File: src/rtl/dsp_pkg.sv
// Shared defaults and encodings for the DSP chain stages.
package dsp_pkg;

    localparam int unsigned DSP_DATA_WIDTH = 12;
    localparam int unsigned DSP_ACC_WIDTH  = 22;
    localparam int unsigned DSP_SHIFT      = 10;

    // Output register state: EMPTY holds nothing, FULL holds an undelivered result.
    localparam logic [0:0] ST_EMPTY = 1'b0;
    localparam logic [0:0] ST_FULL  = 1'b1;

endpackage : dsp_pkg

File: src/rtl/rise_detect.sv
// Rising-edge detector for counter flags, with the pulse gated by enable.
// The history flop tracks the level unconditionally, so a level already high
// when the enable arrives never produces a pulse.
module rise_detect (
    input  logic i_CLK,
    input  logic i_RST,
    input  logic i_EN,
    input  logic i_LEVEL,
    output logic o_RISE_c
);

    logic roll_q;
    logic roll_d;

    // Next history value and gated rising-edge pulse.
    always_comb begin
        roll_d   = i_LEVEL;
        o_RISE_c = i_EN & i_LEVEL & ~roll_q;
    end

    // History flop for the level.
    always_ff @(posedge i_CLK or posedge i_RST) begin
        if (i_RST) begin
            roll_q <= 1'b0;
        end else begin
            roll_q <= roll_d;
        end
    end

endmodule : rise_detect

File: src/rtl/window_accumulator.sv
// Boxcar accumulate-and-dump: sums signed samples over a window closed by the
// rising edge of the counter roll-over flag, and presents sum, average and
// sample count on a valid/ready output register with a sticky overrun flag.
module window_accumulator
    import dsp_pkg::*;
#(
    parameter int unsigned DATA_WIDTH = DSP_DATA_WIDTH,
    parameter int unsigned ACC_WIDTH  = DSP_ACC_WIDTH,
    parameter int unsigned SHIFT      = DSP_SHIFT
) (
    input  logic                                i_CLK,
    input  logic                                i_RST,
    input  logic                                i_EN,
    input  logic signed [DATA_WIDTH-1:0]        i_SAMPLE,
    input  logic                                i_SAMPLE_VALID,
    input  logic                                i_ROLL,
    input  logic                                i_READY,
    output logic signed [ACC_WIDTH-1:0]         o_SUM,
    output logic signed [DATA_WIDTH-1:0]        o_AVG,
    output logic [ACC_WIDTH-DATA_WIDTH:0]       o_NSAMP,
    output logic                                o_VALID,
    output logic                                o_OVR
);

    localparam int unsigned NSAMP_WIDTH = ACC_WIDTH - DATA_WIDTH + 1;
    localparam int unsigned EXT_WIDTH   = ACC_WIDTH - DATA_WIDTH;

    logic                          close_c;

    logic signed [ACC_WIDTH-1:0]   acc_q,   acc_d;
    logic [NSAMP_WIDTH-1:0]        ncnt_q,  ncnt_d;
    logic [0:0]                    state_q, state_d;
    logic signed [ACC_WIDTH-1:0]   sum_q,   sum_d;
    logic signed [DATA_WIDTH-1:0]  avg_q,   avg_d;
    logic [NSAMP_WIDTH-1:0]        nsamp_q, nsamp_d;
    logic                          ovr_q,   ovr_d;

    logic signed [ACC_WIDTH-1:0]   addend;
    logic signed [ACC_WIDTH-1:0]   next_sum;
    logic [NSAMP_WIDTH-1:0]        next_n;
    logic                          load;

    rise_detect u_rise_detect (
        .i_CLK    (i_CLK),
        .i_RST    (i_RST),
        .i_EN     (i_EN),
        .i_LEVEL  (i_ROLL),
        .o_RISE_c (close_c)
    );

    // Accumulator update, output FSM and result load.
    always_comb begin
        acc_d   = acc_q;
        ncnt_d  = ncnt_q;
        state_d = state_q;
        sum_d   = sum_q;
        avg_d   = avg_q;
        nsamp_d = nsamp_q;
        ovr_d   = ovr_q;
        load    = 1'b0;

        // Closing values include a sample valid in the close cycle.
        addend   = i_SAMPLE_VALID ? {{EXT_WIDTH{i_SAMPLE[DATA_WIDTH-1]}}, i_SAMPLE}
                                  : ACC_WIDTH'(0);
        next_sum = acc_q + addend;
        next_n   = (i_SAMPLE_VALID && (ncnt_q != {NSAMP_WIDTH{1'b1}}))
                   ? ncnt_q + NSAMP_WIDTH'(1) : ncnt_q;

        if (i_EN) begin
            acc_d  = next_sum;
            ncnt_d = next_n;
        end

        // Accumulator clears on every close, even when the result is dropped.
        if (close_c) begin
            acc_d  = ACC_WIDTH'(0);
            ncnt_d = NSAMP_WIDTH'(0);
        end

        case (state_q)
            ST_EMPTY: begin
                if (close_c) begin
                    load    = 1'b1;
                    state_d = ST_FULL;
                end
            end
            ST_FULL: begin
                if (i_READY) begin
                    if (close_c) begin
                        load = 1'b1;
                    end else begin
                        state_d = ST_EMPTY;
                    end
                end else if (close_c) begin
                    ovr_d = 1'b1;
                end
            end
            default: state_d = ST_EMPTY;
        endcase

        if (load) begin
            sum_d   = next_sum;
            avg_d   = DATA_WIDTH'(next_sum >>> SHIFT);
            nsamp_d = next_n;
        end
    end

    // State, accumulator and output registers.
    always_ff @(posedge i_CLK or posedge i_RST) begin
        if (i_RST) begin
            acc_q   <= '0;
            ncnt_q  <= '0;
            state_q <= ST_EMPTY;
            sum_q   <= '0;
            avg_q   <= '0;
            nsamp_q <= '0;
            ovr_q   <= 1'b0;
        end else begin
            acc_q   <= acc_d;
            ncnt_q  <= ncnt_d;
            state_q <= state_d;
            sum_q   <= sum_d;
            avg_q   <= avg_d;
            nsamp_q <= nsamp_d;
            ovr_q   <= ovr_d;
        end
    end

    assign o_SUM   = sum_q;
    assign o_AVG   = avg_q;
    assign o_NSAMP = nsamp_q;
    assign o_VALID = (state_q == ST_FULL);
    assign o_OVR   = ovr_q;

endmodule : window_accumulator

File: config.mk
export PLATFORM = sky130hd
export DESIGN_NAME = window_accumulator
export DESIGN_NICKNAME = d
export VERILOG_FILES = /design/src/rtl/dsp_pkg.sv /design/src/rtl/rise_detect.sv /design/src/rtl/window_accumulator.sv
export SDC_FILE = /design/constraint.sdc
export NUM_CORES = 1
export LEC_CHECK = 0
export CAP_MARGIN = 10
export CORE_AREA = 2 2 103 125
export DETAILED_ROUTE_END_ITERATION = 10
export DIE_AREA = 0 0 105 127
export PLACE_DENSITY_LB_ADDON = 0.05
export SETUP_SLACK_MARGIN = 0.05
export SYNTH_ARGS = -nofsm -noshare
export SYNTH_HDL_FRONTEND = slang
export SYNTH_SLANG_ARGS = --single-unit
File: constraint.sdc
create_clock -name i_CLK -period 4.1 [get_ports i_CLK]
set_clock_uncertainty 0.1 [all_clocks]
set_input_delay 0.615 -clock i_CLK [delete_from_list [all_inputs] [get_ports i_CLK]]
set_output_delay 0.615 -clock i_CLK [all_outputs]
set_load 0.02 [all_outputs]
==> impl_results.html <==
<table>
<tr><th>Metric</th><th>Value</th></tr>
<tr><th colspan="2">Place</th></tr>
<tr><td>DP Wirelength</td><td>between 7 and 8 mm</td></tr>
<tr><td>RePlAce Congestion</td><td>around 0.85</td></tr>
<tr><td>Count of port buffers added during placement</td><td>64</td></tr>
<tr><td>Placed instance area</td><td>4820 µm²</td></tr>
<tr><th colspan="2">STA</th></tr>
<tr><td>Share of the clock period used by the worst path after layout</td><td>between 80% and 90%</td></tr>
<tr><td>Maximum clock rate</td><td>around 290 MHz</td></tr>
<tr><td>Total negative slack</td><td>0 ns</td></tr>
<tr><td>Time the final worst path needs with I/O delays and setup</td><td>approximately 3.4 ns</td></tr>
<tr><td>Worst slew pin tran</td><td>0.888 ns</td></tr>
<tr><td>Max-slew headroom at the worst pin</td><td>around two fifths</td></tr>
<tr><td>Final number of setup-violating endpoints</td><td>0</td></tr>
<tr><td>Hold violation total from the final report</td><td>0</td></tr>
<tr><td>Setup repair after global routing missed its margin</td><td>false</td></tr>
<tr><td>Worst Hold Margin</td><td>0.371 ns</td></tr>
<tr><td>Max-slew violations</td><td>0</td></tr>
<tr><th colspan="2">Yosys</th></tr>
<tr><td>Average instance area after synthesis</td><td>around 9.0 µm²</td></tr>
<tr><td>Async set or reset register ratio after synthesis</td><td>100%</td></tr>
<tr><td>Area of the mapped netlist</td><td>~4200 µm²</td></tr>
<tr><td>Biggest area consumer among synthesized cells</td><td>dfrtp_1</td></tr>
<tr><td>Distinct cells, synth</td><td>58</td></tr>
<tr><td>Warning count from the yosys run</td><td>0</td></tr>
<tr><td>Post-Synthesis Net Count</td><td>~490</td></tr>
<tr><td>Yosys top cell area share</td><td>between 40% and 50%</td></tr>
<tr><td>Commonest register cell after synthesis</td><td>dfrtp_1</td></tr>
<tr><td>Ranking of synthesized cells by area</td><td>dfrtp_1 42%, o21ai_0 5.8%, xnor2_1 5.3%</td></tr>
<tr><td>Most instantiated library cell after synthesis</td><td>dfrtp_1</td></tr>
<tr><td>Gate count of the mapped netlist</td><td>~460</td></tr>
<tr><td>Top post-synthesis cells by count</td><td>69 x dfrtp_1, 57 x nand2_1, 48 x o21ai_0</td></tr>
<tr><td>Number of enable flip-flop cells after synthesis</td><td>0</td></tr>
<tr><td>Seq cells post-synth</td><td>approximately 70</td></tr>
<tr><td>Proportion of synthesized chip area in sequential cells</td><td>41.6%</td></tr>
<tr><th colspan="2">Finish</th></tr>
<tr><td>Share of post-route cells with drive strength above 1</td><td>between 6 and 7%</td></tr>
<tr><td>FILL cells</td><td>1283</td></tr>
<tr><td>ANT cells</td><td>0</td></tr>
<tr><td>Final Net Count</td><td>roughly 530</td></tr>
<tr><td>Post-layout utilization of the core</td><td>between 40% and 50%</td></tr>
<tr><td>Finished layout cell area</td><td>roughly 5100 µm²</td></tr>
<tr><td>Area growth from synthesis to final layout</td><td>23.4%</td></tr>
<tr><th colspan="2">Clocking</th></tr>
<tr><td>Clock slew at the register clock pins of the worst setup and hold paths</td><td>~0.060 ns</td></tr>
<tr><td>TritonCTS buffer count</td><td>9</td></tr>
<tr><td>Bufs on Longest Clock Path</td><td>2</td></tr>
<tr><td>Number of hold buffers added after cts</td><td>0</td></tr>
<tr><td>Clock latency reported for the late side of the worst-skew pair</td><td>approximately 0.33 ns</td></tr>
<tr><td>Root Buffer Master</td><td>clkbuf_16</td></tr>
<tr><td>Clock sink total</td><td>between 60 and 70</td></tr>
<tr><td>CTS tree</td><td>done</td></tr>
<tr><td>Buffer count from post-CTS setup fixing</td><td>0</td></tr>
<tr><td>H-Tree Depth</td><td>3</td></tr>
<tr><td>Count of cells resized by post-cts repair</td><td>0</td></tr>
<tr><th colspan="2">Setup path</th></tr>
<tr><td>Setup CP Type</td><td>input port to register</td></tr>
<tr><td>Crit-path slowest cell</td><td>clkdlybuf4s50_1</td></tr>
<tr><td>Kind of end point of the critical path</td><td>register</td></tr>
<tr><td>Type of element launching the critical path</td><td>input port</td></tr>
<tr><td>Maximum fanout encountered on the critical timing path</td><td>18</td></tr>
<tr><td>RR Startpoint</td><td>acc_q[0]</td></tr>
<tr><td>Endpoint arrival time on the critical path</td><td>around 3.6 ns</td></tr>
<tr><td>Biggest cell delay along the critical path</td><td>0.48 ns</td></tr>
<tr><td>Worst path required time</td><td>around 4.3 ns</td></tr>
<tr><td>Start point of the critical path</td><td>i_SAMPLE_VALID</td></tr>
<tr><td>CP cell instances</td><td>clkdlybuf4s50_1, buf_4, and2_1, ha_1, and3_1, or2_2, o2111ai_1, o211a_2, mux2_4, or2_0, a31oi_1</td></tr>
<tr><th colspan="2">Job</th></tr>
<tr><td>Maximum capacitance violations</td><td>0</td></tr>
<tr><th colspan="2">Die</th></tr>
<tr><td>Die Span Y</td><td>around 130 µm</td></tr>
<tr><td># IOs</td><td>65</td></tr>
<tr><td>Effective utilization at floorplan</td><td>34.6%</td></tr>
<tr><td>Die Wd</td><td>105 µm</td></tr>
<tr><td>Number of core rows</td><td>44</td></tr>
<tr><td>Placeable Area</td><td>12000 µm²</td></tr>
<tr><td>Die Area</td><td>between 10000 and 15000 µm²</td></tr>
<tr><th colspan="2">Global routing</th></tr>
<tr><td>Total GRT Usage</td><td>about 17%</td></tr>
<tr><td>Global-route wire length before repair</td><td>approximately 18 mm</td></tr>
<tr><td>Antenna violations before repair</td><td>0</td></tr>
<tr><td>Grt total ovfl</td><td>0</td></tr>
<tr><td>Pin count of the biggest net entering global routing</td><td>70</td></tr>
<tr><td>Via count of the first global-routing pass</td><td>3356</td></tr>
<tr><th colspan="2">Pwr</th></tr>
<tr><td>Worst IR Drop VDD</td><td>between 0.2 and 0.25 mV</td></tr>
<tr><td>Leakage dissipation</td><td>between 2 and 2.5 nW</td></tr>
<tr><td>Pwr/cell area</td><td>~610 nW/µm²</td></tr>
<tr><th colspan="2">Hold path</th></tr>
<tr><td>Type of the most critical hold path</td><td>register to register</td></tr>
<tr><td>HP Start</td><td>o_SUM[0]</td></tr>
<tr><th colspan="2">Routing</th></tr>
<tr><td>Detail Route Antenna Nets</td><td>0</td></tr>
<tr><td>Average vias per placed instance</td><td>between 5 and 6</td></tr>
<tr><td>Detailed-route wire length</td><td>~11 mm</td></tr>
<tr><td>Count of unresolved DRC violations after routing</td><td>0</td></tr>
<tr><td>Vias after detailed routing</td><td>3395</td></tr>
<tr><td>Number of iterations in the first detailed-routing pass</td><td>4</td></tr>
<tr><td>Starting DRT DRC Count</td><td>140</td></tr>
<tr><td>Routed WL per cell</td><td>about 16 µm</td></tr>
<tr><th colspan="2">Outcome</th></tr>
<tr><td>Status</td><td>completed</td></tr>
</table>
## layer usage
layer | global-route usage, % | vias up | wire length (µm)
met3 | 3.16 | 15 | 384
met5 | 0 | - | 0
met1 | 22.5 | 1623 | 5110
li1 | - | 1697 | -
met2 | 26.9 | 60 | 4960
met4 | 4.94 | 0 | 174
## stage by stage
stage          cells  setup WS (ns)  total power [W]
2_1_floorplan    462          0.989          0.00189
3_3_place_gp     652          0.418          0.00232
3_5_place_dp     652          0.350          0.00233
4_1_cts          668          0.707          0.00314
5_1_grt          668          0.482          0.00331
6_report         668          0.683          0.00310
## final timing paths
| path | endpoint | slack, ns | cells after the start |
|---|---|---|---|
| setup / recovery | acc_q[17] | 0.68 | 11 |
| hold / removal | o_SUM[0] | 0.37 | 2 |
| setup reg to reg | acc_q[16] | 1.31 | 10 |
| hold reg to reg | o_SUM[0] | 0.37 | 2 |
| max in group asynchronous | o_SUM[16] | 2.54 | 3 |
| min in group asynchronous | o_SUM[3] | 0.78 | 3 |
## registers in the layout, summed over array words and instances, names as in the netlist
| signal | flops |
|---|---|
| ncnt_q | 11 |
| o_SUM | 22 |
| o_NSAMP | 11 |
| o_VALID | 1 |
| o_OVR | 1 |
| u_rise_detect.roll_q | 1 |
| acc_q | 22 |
## worst max-delay path: cells and delay by family
kind	cells	cell delay [ns]
AO/OA/AOI/OAI	3	0.76
adder cells (fa/ha/maj)	1	0.27
buffers and inverters	2	0.71
multiplexers	1	0.32
AND/OR/NAND/NOR	4	0.87
## cells in the final DEF, fill, tap and decap left out, types with 9 or more instances in the layout
master	count
a21o_1	11
a21oi_1	23
a31oi_1	9
and2_1	14
clkbuf_16	9
clkdlybuf4s50_1	64
dfrtp_1	69
ha_1	12
inv_1	13
nand2_1	57
nor2_1	21
nor3_1	10
o21ai_0	48
o2bb2ai_1	12
xnor2_1	25
## report_power, final
| part | total, W | leakage [nW] | switching [W] | internal (W) |
|---|---|---|---|---|
| logic | 0.00125 | 1.13 | 0.000675 | 0.000577 |
| registers | 0.00106 | 0.906 | 0.000193 | 0.000867 |
| clock network | 0.000789 | 0.149 | 0.000303 | 0.000487 |
## cells by family (layout without fill, tap and decap cells)
| family | after synthesis | after routing | share of synthesized area, % |
|---|---|---|---|
| compound gates | 137 | 137 | 21.3 |
| xor+xnor | 32 | 32 | 6.75 |
| fa+ha+maj | 14 | 14 | 4.34 |
| buf+inv | 55 | 100 | 6.51 |
| flops | 69 | 69 | 41.6 |
| mux | 6 | 6 | 1.99 |
| simple gates | 149 | 149 | 17.5 |
## cell type report
class	count	area [µm²]	share of cell area, %
Multi-Input combinational cell	338	2160	42.1
Clock inverter	6	61.3	1.20
Clock buffer	10	239	4.66
Timing Repair Buffer	70	686	13.4
Sequential cell	69	1730	33.7
Inverter	14	52.6	1.03
Tap cell	161	201	3.93
(Power assumes the default switching activity.)
